## config.mk

```make
export PLATFORM = sky130hd
export DESIGN_NAME = hls_deadlock_channel_monitor
export DESIGN_NICKNAME = d
export VERILOG_FILES = /design/src/rtl/hls_deadlock_channel_monitor.sv
export SDC_FILE = /design/constraint.sdc
export NUM_CORES = 1
export LEC_CHECK = 0
export BUFFER_PORTS_ARGS = -buffer_cell sky130_fd_sc_hd__buf_2
export CAP_MARGIN = 20
export CORE_ASPECT_RATIO = 1.5
export CORE_UTILIZATION = 54
export DETAILED_ROUTE_END_ITERATION = 7
export PLACE_DENSITY = 0.76
export SLEW_MARGIN = 30
export SYNTH_ARGS = -nofsm -noshare
export SYNTH_HDL_FRONTEND = slang
export SYNTH_SLANG_ARGS = --single-unit
```

## constraint.sdc

```tcl
create_clock -name clock -period 2.9 [get_ports clock]
set_input_delay 0.58 -clock clock [delete_from_list [all_inputs] [get_ports clock]]
set_output_delay 0.58 -clock clock [all_outputs]
set_load 0.005 [all_outputs]
```

## src/rtl/hls_deadlock_channel_monitor.sv

```systemverilog
`default_nettype none
// +--------------------------------------------------------------------------+
// | hls_deadlock_channel_monitor: reports AXIS/FIFO stalls held THRESH cycles |
// | while some sub-instance is busy. Option: HLS_DEADLOCK_MONITOR_STICKY_EN.  |
// | Revision: 1.0                                                             |
// +--------------------------------------------------------------------------+
module hls_deadlock_channel_monitor #(
  parameter int  NUM_AXIS = 3,
  parameter int  NUM_INST = 10,
  parameter int  THRESH   = 1,
  parameter int  CNT_W    = 8,
  localparam int IDX_W    = (NUM_AXIS > 1) ? $clog2(NUM_AXIS) : 1
) (
  input  logic                clock,
  input  logic                reset_n,
  input  logic [NUM_AXIS-1:0] axis_block_sigs,
  input  logic [NUM_INST-1:0] inst_idle_sigs,
  input  logic [NUM_AXIS-1:0] axis_mask,
  input  logic                clear,
  output logic                block,
  output logic [IDX_W-1:0]    first_idx,
  output logic [CNT_W-1:0]    event_count
);

  typedef enum logic [1:0] {
    IDLE    = 2'd0,
    SUSPECT = 2'd1,
    BLOCKED = 2'd2
  } state_t;

  localparam logic [15:0] THRESH_C = 16'(THRESH);

  state_t                  state_q, state_d;
  logic [15:0]             run_cnt_q, run_cnt_d;
  logic                    block_q, block_d;
  logic [IDX_W-1:0]        first_idx_q, first_idx_d;
  logic [CNT_W-1:0]        event_count_q, event_count_d;

  logic [NUM_AXIS-1:0]     active;
  logic                    raw;
  logic                    enter;
  logic [IDX_W-1:0]        low_idx;

  // A stall only counts while at least one sub-instance is still working.
  assign active = axis_block_sigs & ~axis_mask;
  assign raw    = (|active) & ~(&inst_idle_sigs);

  always_comb begin
    low_idx = '0;
    for (int i = NUM_AXIS - 1; i >= 0; i--) begin
      if (active[i]) low_idx = IDX_W'(i);
    end
  end

  always_comb begin
    state_d       = state_q;
    run_cnt_d     = run_cnt_q;
    first_idx_d   = first_idx_q;
    event_count_d = event_count_q;
    enter         = 1'b0;

    if (clear) begin
      state_d       = IDLE;
      run_cnt_d     = '0;
      first_idx_d   = '0;
      event_count_d = '0;
    end else begin
      unique case (state_q)
        IDLE: begin
          if (raw) begin
            run_cnt_d = 16'd1;
            if (THRESH_C == 16'd1) enter   = 1'b1;
            else                   state_d = SUSPECT;
          end else begin
            run_cnt_d = '0;
          end
        end
        SUSPECT: begin
          if (raw) begin
            run_cnt_d = run_cnt_q + 16'd1;
            if (run_cnt_q + 16'd1 == THRESH_C) enter = 1'b1;
          end else begin
            state_d   = IDLE;
            run_cnt_d = '0;
          end
        end
        BLOCKED: begin
`ifdef HLS_DEADLOCK_MONITOR_STICKY_EN
          state_d = BLOCKED;
`else
          if (!raw) begin
            state_d   = IDLE;
            run_cnt_d = '0;
          end
`endif
        end
        default: begin
          state_d   = IDLE;
          run_cnt_d = '0;
        end
      endcase

      if (enter) begin
        state_d     = BLOCKED;
        first_idx_d = low_idx;
        if (event_count_q != {CNT_W{1'b1}}) event_count_d = event_count_q + CNT_W'(1);
      end
    end

    block_d = (state_d == BLOCKED);
  end

  always_ff @(posedge clock or negedge reset_n) begin
    if (!reset_n) begin
      state_q       <= IDLE;
      run_cnt_q     <= '0;
      block_q       <= 1'b0;
      first_idx_q   <= '0;
      event_count_q <= '0;
    end else begin
      state_q       <= state_d;
      run_cnt_q     <= run_cnt_d;
      block_q       <= block_d;
      first_idx_q   <= first_idx_d;
      event_count_q <= event_count_d;
    end
  end

  assign block       = block_q;
  assign first_idx   = first_idx_q;
  assign event_count = event_count_q;

endmodule
`default_nettype wire

```

* Word-level counts from Yosys, hierarchy flattened *
Cells that the tools add are included.
W data, S select, Z words.

operators by class
  add/subtract/negate cells = 2
  $mul = 0
  divide/modulo/power cells = 0
  magnitude comparators = 0
  equality and inequality tests = 6
  shift-type cells = 0
  mux-type cells = 22
  bitwise logic cells = 4
  reductions and logical operators = 7

operator list
  cell                     count
  $mux W16                 3
  $pmux W16 S3             1
  $mux W8                  3
  $add A16 B1 Y16 const B  1
  $eq A16 B1 Y1 const B    1
  $mux W2                  8
  $reduce_and A10 Y1       1
  $add A8 B1 Y8 const B    1
  $ne A8 B8 Y1 const B     1
  $mux W1                  5
  $eq A2 B2 Y1 const B     2
  $pmux W2 S2              1
  $reduce_bool A2 Y1       2
  $and A3 B3 Y3            1
  $ne A3 B3 Y1 const B     1
  $not A3 Y3               1
  $reduce_or A3 Y1         1
  $eq A2 B1 Y1 const B     1
  $logic_not A2 Y1         1
  $pmux W1 S2              1
  $reduce_and A2 Y1        1
  $reduce_or A2 Y1         1
  $and A1 B1 Y1            1
  $not A1 Y1               1

storage, ports and cells
  flip-flop bits (word level) = 29
  bits in latches = 0
  bits in writable memories = 0
  bits in read-only memories = 0
  bits of input ports = 19
  word-level logic and storage cells = 46
  memories = 0

* Depth between registers and ports, before layout *
Gate-level depths: netlist of run 1.

  word-level depth = 10
  gate-level depth with buffers = 9

* Worst setup path before layout of run 1 *
OpenSTA, ideal clock, no wires.

  kind = flip-flop to flip-flop
  start point = register run_cnt_q[0]
  end point = register event_count_q[2], in the netlist event_count[2]
  setup time = 128 ps
  arrival = 2558 ps
  setup slack = 214 ps
  stages on the path, launching flop included = 10
  path buffers = 1
  path through = dfrtp_1 > ha_1 > nand4_1 > or3_1 > nor4b_2 > o32ai_1 > or4_4 > buf_6 > a211oi_1 > mux2_1

on the way
  cells in the longest elaborated chain, start to end = 8

ends and longest elaborated chain
  element                       RTL line  source
  start, declared               34        logic [15:0] run_cnt_q, run_cnt_d;
  start signal, assigned        122       run_cnt_q <= run_cnt_d;
  $add A16 B1 Y16               81        if (run_cnt_q + 16'd1 == THRESH_C) enter = 1'b1;
  $eq A16 B1 Y1                 81
  $mux W1                       81
  $mux W1                       79        if (raw) begin
  $pmux W1 S2                   68        unique case (state_q)
  $mux W1                       62        if (clear) begin
  $reduce_bool A2 Y1 (no line)  --
  $reduce_and A2 Y1 (no line)   --
  end signal, assigned          125       event_count_q <= event_count_d;
  end, declared                 37        logic [CNT_W-1:0] event_count_q, event_count_d;

Every way passes these cells. The select of a mux whose other input is x is not followed.
A chain may end at the register's enable or synchronous reset.

* Worst setup path in the final report of run 1 *
  start point = register run_cnt_q[0]
  end point = register event_count_q[4], in the netlist event_count[4]

Same word-level chain as after synthesis.

==> results of run 1 <==
[where the power goes]
part	internal, mW	switching [mW]	total (mW)
sequential	0.414	0.00803	0.422
clock	0.165	0.172	0.338
combinational	0.0413	0.0564	0.0977
[routing by layer]
layer / part of all wire, % / up-vias
li1: - / 932
met1: 40 / 925
met2: 53 / 65
met3: 4.1 / 16
met4: 2.9 / 0
met5: 0 / -
[registers in the layout (all words and copies together) (netlist names)]
register and cells:
block 1, event_count 8, first_idx 2, run_cnt_q 16, state_q 2
[worst max-delay path, cell delays in order, from the launching register on]
cell and delay (ps):
dfrtp_1 360, ha_2 230, nand4_1 180, or3_4 400
nor4b_2 220, o32ai_1 110, or4_4 510, a221oi_2 280
mux2_1 340
[final timing paths]
path	from	end	slack, ps	cells past startpoint
max reg2reg	run_cnt_q[0]$_DFFE_PN0P_	event_count[4]$_DFFE_PN0P_	160	8
min reg2reg	first_idx[0]$_DFFE_PN0P_	first_idx[0]$_DFFE_PN0P_	540	2
min	reset_n	run_cnt_q[11]$_DFFE_PN0P_	310	1
min in group clock	first_idx[0]$_DFFE_PN0P_	first_idx[0]$_DFFE_PN0P_	540	2
max in group asynchronous	reset_n	run_cnt_q[2]$_DFFE_PN0P_	2170	1
max	run_cnt_q[0]$_DFFE_PN0P_	event_count[4]$_DFFE_PN0P_	160	8
[placed cells by master, fill, tap and decap left out, types with 7 or more instances in the layout]
master	count
dfrtp_1	29
buf_2	29
o21ai_0	24
nor2_1	23
nand2_1	19
buf_4	16
inv_1	12
nand3_1	12
a21oi_1	10
nand4_1	7
[kinds of logic after synthesis]
kind of cell / count (synthesis)
DFF: 29
AOI/OAI and AO/OA: 61
xor gates and xnor gates: 3
adders and majority gates: 7
and+or+nand+nor: 103
muxes: 6
buffers and inverters: 23
[per-stage QoR]
stage / instance area, um2 / util [%] / worst slack (ps)
after CTS: 2310 / 66.9 / 75.0
final: 2340 / 67.9 / 162
after global placement: 2220 / 64.4 / 178
after global routing: 2340 / 67.9 / 0.562
after floorplan: 1970 / - / 214
after detailed placement: 2220 / 64.4 / 89.7
[final cells by class]
type / instances / area (um2)
Sequential cell: 29 / 726
Clock inverter: 3 / 17.5
Fill cell: 300 / 1110
Timing Repair Buffer: 45 / 265
Tap cell: 42 / 52.6
Inverter: 12 / 45.0
Clock buffer: 5 / 68.8
Multi-Input combinational cell: 180 / 1160
[timing repair]
item                                    4_1_cts  5_1_grt
endpoints found under the hold margin         0        0
gates resized for setup                       0        6
setup buffers                                 0        1
endpoints found under the setup margin        0        6
==> results.cfg, run 1 <==
[synthesis]
synthesis.nets = 258
synth_compound_area_share_pct = 20.9
ys_ff_latch = 29
synth_top_family_by_area = simple AND/OR/NAND/NOR gates
synthXorXnorAreaFrac_pct = 1.34
syn_avg_cell_area_um2 = 8.48
synthMuxAreaShare_pct = 3.37
yosys.area_share.adder_pct = 4.45
yosysMostFrequentCell = dfrtp_1
synth.area.top_cells = dfrtp_1 37%, o21ai_0 6.1%, nor2_1 4.6%, ha_1 4.5%, nand2_1 3.6%
syn-cell-area_um2 = 1970
yosysWarningCount = 0
synth_common_cells = 29 x dfrtp_1, 24 x nor2_1, 24 x o21ai_0
ys_async_sr_fraction_pct = 100
synth-edff-count = 0
ys_types = 49
yosysSeqAreaShare_pct = 36.9
syn_inst = 232
yosysTopAreaCell = dfrtp_1
ys.flop_type = dfrtp_1
synth_top_cell_area_share_pct = 36.9
synth-simple-area-share_pct = 27.9

[pwr]
power.leakage_nw = 1.03
power_density_nw_per_um2 = 366
power_mw = 0.857
vdd_drop_max_uv = 320

[die]
coreArea_um2 = 3450
ios = 30
die_area_um2 = 3890
die_x_um = 51.3
rows = 26
initial_core_util_pct = 57.0
die_y_um = 75.9

[final_layout]
area_delta_synth_final_pct = 19.0
diodes = 0
final_nets = 299
layout.cells.non_filler = 316
layout-drive-gt1-share_pct = 23.7

[sta]
rsz0062_at_grt = false
final_max_slew_viol_count = 0
post-route-min-period_ps = 2740
fin_setup_tns_ps = 0
slew_headroom_pct = 57.3
fin_crit_sh_pct = 94.4
finClkSkew_ps = 9.74
finalSetupViolCount = 0
max_freq_mhz = 365
hold_viol_final = 0
timing.hold.ws_ps = 310
worst_pin_slew_ps = 641

[cts]
cts_buffers = 5
cts_tree = done
cts_root_buffer = clkbuf_8
clk_pin_slew_ps = 70
cts_num_sinks = 29
cts_buffer_depth = 2
ctsHoldBuffers = 0
cts_htree_levels = 2
clkLatencyLatePin_ps = 290

[placement]
numPortBuffers = 29
placedCellCount = 307
gp_congestion = 0.879
hpwlAfterDp_mm = 3.32

[critical_path]
critical_path.max_fanout = 8
worstPathArrival_ps = 2910
end_kind = flop
start_kind = flop
cp.required_ps = 3070
critPathKind = reg2reg

[global_route]
busiest_layer = met2
use_met3_pct = 5.22
overflow = 0
grt_usage_pct = 26.5
grt_start_max_net_pins = 30
grt_pass1_wl_mm = 7.98
grt_pass1_vias = 1900
antenna_found_initial = 0
grt.met2_usage_pct = 47.8
use_met1_pct = 28.5

[route]
dr.first_iter.drc_count = 51
drc_errors = 0
wl_per_cell_um = 14.8
ant_nets = 0
totalWireLength_mm = 4.68
drtPass1Iterations = 4
vias = 1938
post_drt_via_cell_ratio = 6.13

[hold_path]
hp-class = in2async

[flow_run]
maxCapViolCount = 0

[status]
status = completed
(Power assumes the default switching activity.)
==> inputs of run 2 (changes only) <==
- ABC_AREA: not set -> 1
- CTS_CLUSTER_DIAMETER: not set -> 60
- SLEW_MARGIN: 30 -> 20
==> run 2 against run 1 <==
Cell count up 7.9%. Sequential power up 1%. Global-route usage down 0.62 points. Synthesized cell count up 14%. Count of clock-buffer cells in the layout up 2. Critical endpoint unchanged. Highest routed layer unchanged.
==> results.cfg, run 2 <==
[status]
status = completed

[synthesis]
ys_async_sr_fraction_pct = 100
synth_common_cells = 79 x nand2_1, 33 x inv_1, 29 x dfrtp_1
ys.flop_type = dfrtp_1
yosysMostFrequentCell = nand2_1
synth_top_cell_area_share_pct = 37.3
synth-edff-count = 0
ys_ff_latch = 29
ys_types = 27
syn-cell-area_um2 = 1940
syn_avg_cell_area_um2 = 7.37
synth.area.top_cells = dfrtp_1 37%, nand2_1 15%, inv_1 6.4%, nand3_1 5.7%, ha_1 4.5%
syn_inst = 264
yosysTopAreaCell = dfrtp_1
yosysWarningCount = 0
yosysSeqAreaShare_pct = 37.3
synthesis.nets = 290

[placement]
dp_slack_ps = 737
hpwlAfterDp_mm = 3.27
numPortBuffers = 29
placedCellCount = 333
gp_congestion = 0.833

[die]
coreArea_um2 = 3420
die_y_um = 75.5
ios = 30
die_x_um = 51.0
rows = 26
initial_core_util_pct = 56.9
die_area_um2 = 3850

[cts]
post_cts_resize_count = 0
clk_pin_slew_ps = 70
cts_root_buffer = clkbuf_8
cts_setup_buffers = 0
cts_num_sinks = 29
clkLatencyLatePin_ps = 290
ctsHoldBuffers = 0
cts_htree_levels = 2
cts_buffers = 5
cts_buffer_depth = 2
cts_tree = done

[final_layout]
mostFrequentLayoutCell = nand2_1
layout-drive-gt1-share_pct = 22.1
final_nets = 324
diodes = 0
area_delta_synth_final_pct = 15.2
largest_reg_flops = 16
final_util_pct = 65.6
mostFrequentLayoutCells = 79 x nand2_1, 33 x inv_1, 29 x dfrtp_1, 29 x buf_2, 22 x nand3_1
layout.cells.non_filler = 341
regMostFlops = run_cnt_q
nFillCells = 310

[sta]
finalWorstSetupSlack_ps = 844
final_max_slew_viol_count = 0
worst_pin_slew_ps = 793
slew_headroom_pct = 46.6
rsz0062_at_grt = false
hold_viol_final = 0
fin_setup_tns_ps = 0
timing.hold.ws_ps = 328
fin_crit_sh_pct = 70.9
post-route-min-period_ps = 2060
finClkSkew_ps = 8.83
max_freq_mhz = 486
finalSetupViolCount = 0

[critical_path]
end_kind = flop
cp.required_ps = 3070
start_kind = flop
slowest_stage = dfrtp_1
worstRegToRegCells = 14
reg2reg_to = event_count[4]$_DFFE_PN0P_
critPathKind = reg2reg
r2r_start = run_cnt_q[0]$_DFFE_PN0P_
worstPathArrival_ps = 2230
path_cells = ha_1 > nand2_1 > nor2_2 > nand2_1 > nand2_1 > nand2_1 > nor2_1 > nand2_1 > nor2_2 > nand3_4 > nand3_4 > nand2_4 > nand2_1 > nand2_1
max_stage_delay_ps = 450
critical_path.max_fanout = 8
crit_top_cell = nand2_1
ff2ff_setup_slack_ps = 840

[route]
drtPass1Iterations = 4
drt-met1-wl_mm = 1.80
ant_nets = 0
dr_wl_met2_mm = 2.32
wl_met3_um = 107
vias = 1806
dr.first_iter.drc_count = 41
totalWireLength_mm = 4.33
post_drt_via_cell_ratio = 5.30
wl_per_cell_um = 12.7
drc_errors = 0
highest_layer = met4

[pwr]
sequentialPowerShare_pct = 46.9
switching_share_pct = 26.6
clkPwrFrac_pct = 41.9
intPower_mw = 0.668
power.leakage_nw = 1.11
power_density_nw_per_um2 = 406
power_switching_mw = 0.242
combPwrFrac_pct = 11.1
vdd_drop_max_uv = 326

[flow_run]
maxCapViolCount = 0

[hold_path]
hp-class = in2async

[global_route]
grt_start_max_net_pins = 30
grt_pass1_vias = 1748
grt_pass1_wl_mm = 7.36
grt_usage_pct = 25.9
overflow = 0
antenna_found_initial = 0
[run 2: cell count changes after synthesis, moves of 9 or more]
cell     before  now
nand2_1      19   79
o21ai_0      24    4
a21oi_1      10    1
nand3_1      12   22
o22ai_1       0   14
inv_1        12   33
[run 2: cell type report]
| cell class | instances | area (um2) | area share [%] |
|---|---|---|---|
| Clock inverter | 1 | 5.00 | 0.223 |
| Timing Repair Buffer | 30 | 153 | 6.82 |
| Clock buffer | 7 | 96.3 | 4.30 |
| Sequential cell | 29 | 726 | 32.4 |
| Inverter | 38 | 145 | 6.48 |
| Tap cell | 42 | 52.6 | 2.35 |
| Multi-Input combinational cell | 194 | 1060 | 47.4 |
[run 2: worst max path at each step]
stage	startpoint	end	slack, ps	cells past startpoint
after detailed placement	axis_mask[1]	event_count[2]$_DFFE_PN0P_	740	13
after global routing	run_cnt_q[0]$_DFFE_PN0P_	event_count[7]$_DFFE_PN0P_	660	12
after CTS	run_cnt_q[0]$_DFFE_PN0P_	event_count[4]$_DFFE_PN0P_	830	14
after floorplan	axis_mask[1]	event_count[6]$_DFFE_PN0P_	1060	12
after global placement	axis_mask[1]	event_count[0]$_DFFE_PN0P_	780	13
final	run_cnt_q[0]$_DFFE_PN0P_	event_count[4]$_DFFE_PN0P_	840	14
[run 2: power by group through the flow]
stage	combinational (mW)	sequential (mW)	clock [mW]
after floorplan	0.0575	0.433	0
after global routing	0.116	0.428	0.398
after CTS	0.103	0.427	0.383
after detailed placement	0.102	0.434	0
after global placement	0.101	0.434	0
final	0.101	0.427	0.382
[run 2: through the flow]
stage,instance area [um2],power [mW]
2_1_floorplan,1940,0.491
3_3_place_gp,2140,0.535
3_5_place_dp,2140,0.536
4_1_cts,2240,0.913
5_1_grt,2240,0.943
6_report,2240,0.910
[run 2: routing by layer]
metal | vias to the layer above | track usage [%]
met1 | 852 | 26.6
met2 | 26 | 49.7
met5 | - | 0
met4 | 0 | 12.0
li1 | 920 | -
met3 | 8 | 4.79
[run 2: critical path, delay by kind of cell, from the launching register on]
family / cells / cell delay [ps]
adders and majority gates: 1 / 250
DFF: 1 / 450
and+or+nand+nor: 13 / 1250
[run 2: cells by family after synthesis]
group / share of synthesized area, %
adder cells (fa/ha/maj): 4.50
flip-flops: 37.3
XOR/XNOR: 3.60
AND/OR/NAND/NOR: 39.1
AO/OA/AOI/OAI: 7.46
buffers and inverters: 8.04
==> inputs of run 3 (changes only) <==
- ABC_AREA: 1 -> 0
- clock period: 2.9 -> 2.02 ns (I/O delays scaled with it)
==> run 3 against run 2 <==
The flow now finishes with violations (negative setup slack). Cell count is 3.8% higher. First-iteration DRC count is 100% higher. Non-clock buffer count is 53 higher. Count of clock-buffer cells in the layout stayed put. Worst setup slack worse by 1500 ps. Die area is 1.1% higher. Register-to-register slack worse by 1500 ps. Design area is 20% higher. Critical endpoint is now event_count[6]$_DFFE_PN0P_. Largest power group is now the clock network.
==> results.cfg, run 3 (same netlist as run 1, synthesis figures left out) <==
[status]
status = finished with violations
violations = negative setup slack

[global_route]
antenna_found_initial = 0
grt_start_max_net_pins = 30
grt_usage_pct = 29.9
grt_pass1_vias = 2105
overflow = 0
grt_pass1_wl_mm = 8.82

[route]
ant_nets = 0
wl_per_cell_um = 15.0
drc_errors = 0
vias = 2072
dr.first_iter.drc_count = 83
drtPass1Iterations = 4
post_drt_via_cell_ratio = 5.85
totalWireLength_mm = 5.30

[sta]
finalWorstSetupSlack_ps = -640
rsz0062_at_grt = true
hold_viol_final = 0
post-route-min-period_ps = 2660
fin_setup_tns_ps = -7020
finalSetupViolCount = 13
fin_crit_sh_pct = 132
finClkSkew_ps = 8.33
max_freq_mhz = 376
slew_headroom_pct = 55.6
worst_pin_slew_ps = 667
final_max_slew_viol_count = 0

[final_layout]
mostFrequentLayoutCell = buf_4
mostFrequentLayoutCells = 54 x buf_4, 29 x dfrtp_1, 29 x buf_2
layout.cells.non_filler = 354
layout-drive-gt1-share_pct = 34.0
regMostFlops = run_cnt_q
area_delta_synth_final_pct = 36.5
diodes = 0
final_nets = 337
nFillCells = 264
largest_reg_flops = 16

[cts]
cts_tree = done
cts_buffer_depth = 2
ctsHoldBuffers = 0
cts_root_buffer = clkbuf_8
cts_num_sinks = 29
clkLatencyLatePin_ps = 280
clk_pin_slew_ps = 60
cts_buffers = 5
cts_htree_levels = 2

[critical_path]
critical_path.max_fanout = 7
max_stage_delay_ps = 500
worstPathArrival_ps = 2860
slowest_stage = or4_4
cp.required_ps = 2220
path_cells = ha_2 > nand4_1 > or3_4 > nor4b_4 > o32ai_1 > or4_4 > buf_4 > a211o_1 > a211oi_2
start_kind = flop
critPathKind = reg2reg
end_kind = flop

[hold_path]
hp-class = in2async

[placement]
placedCellCount = 344
gp_congestion = 0.883
hpwlAfterDp_mm = 3.83
numPortBuffers = 29

[pwr]
vdd_drop_max_uv = 585
power.leakage_nw = 1.24
power_density_nw_per_um2 = 528

[die]
initial_core_util_pct = 57.0
coreArea_um2 = 3450
ios = 30
rows = 26
die_y_um = 75.9
die_x_um = 51.3
die_area_um2 = 3890

[flow_run]
maxCapViolCount = 0
run 3: cell count changes in the layout (fill, tap and decap cells not counted), moves of 7 or more:
cell | before | now
nand2_1 | 79 | 19
buf_4 | 1 | 54
inv_1 | 33 | 12
o21ai_0 | 4 | 24
o22ai_1 | 14 | 0
nand3_1 | 22 | 12
a21oi_1 | 1 | 8
nor2_2 | 7 | 0
run 3: area by class of cell:
cell class	count	area, um2	area share (%)
timing repair buffer	83	551	20.5
clock buffer	7	86.3	3.22
inverter	12	45.0	1.68
sequential	29	726	27.0
clock inverter	1	30.0	1.12
tap	42	52.6	1.96
multi-input combinational	180	1190	44.5
run 3: critical path: cells and delay by family, from the launching register on:
kind,cells,cell delay [ps]
AND/OR/NAND/NOR,4,1250
buffers and inverters,1,170
adder cells (fa/ha/maj),1,210
flip-flops,1,360
AO/OA/AOI/OAI,3,590
run 3: worst paths after layout:
| kind | depth (start not counted) | slack, ps | startpoint | end |
|---|---|---|---|---|
| worst max-delay path | 9 | -640 | run_cnt_q[0]$_DFFE_PN0P_ | event_count[6]$_DFFE_PN0P_ |
| worst min-delay path | 1 | 150 | reset_n | run_cnt_q[14]$_DFFE_PN0P_ |
| worst max register to register | 9 | -640 | run_cnt_q[0]$_DFFE_PN0P_ | event_count[6]$_DFFE_PN0P_ |
| worst min register to register | 2 | 530 | first_idx[1]$_DFFE_PN0P_ | first_idx[1]$_DFFE_PN0P_ |
| max in group asynchronous | 1 | 1440 | reset_n | run_cnt_q[12]$_DFFE_PN0P_ |
| min in group clock | 3 | 470 | clear | run_cnt_q[0]$_DFFE_PN0P_ |
run 3: power breakdown:
| group | switching (mW) | internal, mW | total [mW] |
|---|---|---|---|
| clock network | 0.226 | 0.402 | 0.628 |
| logic | 0.0945 | 0.0863 | 0.181 |
| registers | 0.0130 | 0.594 | 0.607 |
| total | 0.333 | 1.08 | 1.42 |
run 3: metal layers:
metal	part of all wire (%)	global-route usage [%]	vias up
li1	-	-	1007
met1	39	29.8	997
met2	55	56.3	56
met3	3.2	5.02	12
met4	2.7	14.6	0
met5	0	0	-
run 3: timing repair:
action                                  CTS  global route
gates cloned                              0             0
gates resized for setup                   4             2
endpoints found under the setup margin   13            13
buffers inserted                          1             1
pin swaps                                 1             2
run 3: per-stage QoR:
step | area [um2] | utilization [%] | total power [mW] | hold WS (ps) | setup WS (ps)
3_5_place_dp | 2520 | 73.1 | 0.796 | 479 | -678
3_3_place_gp | 2520 | 73.1 | 0.788 | 472 | -638
2_1_floorplan | 1990 | - | 0.700 | 108 | -591
6_report | 2680 | 77.8 | 1.42 | 149 | -640
4_1_cts | 2660 | 77.2 | 1.43 | 170 | -631
5_1_grt | 2680 | 77.8 | 1.47 | 206 | -766
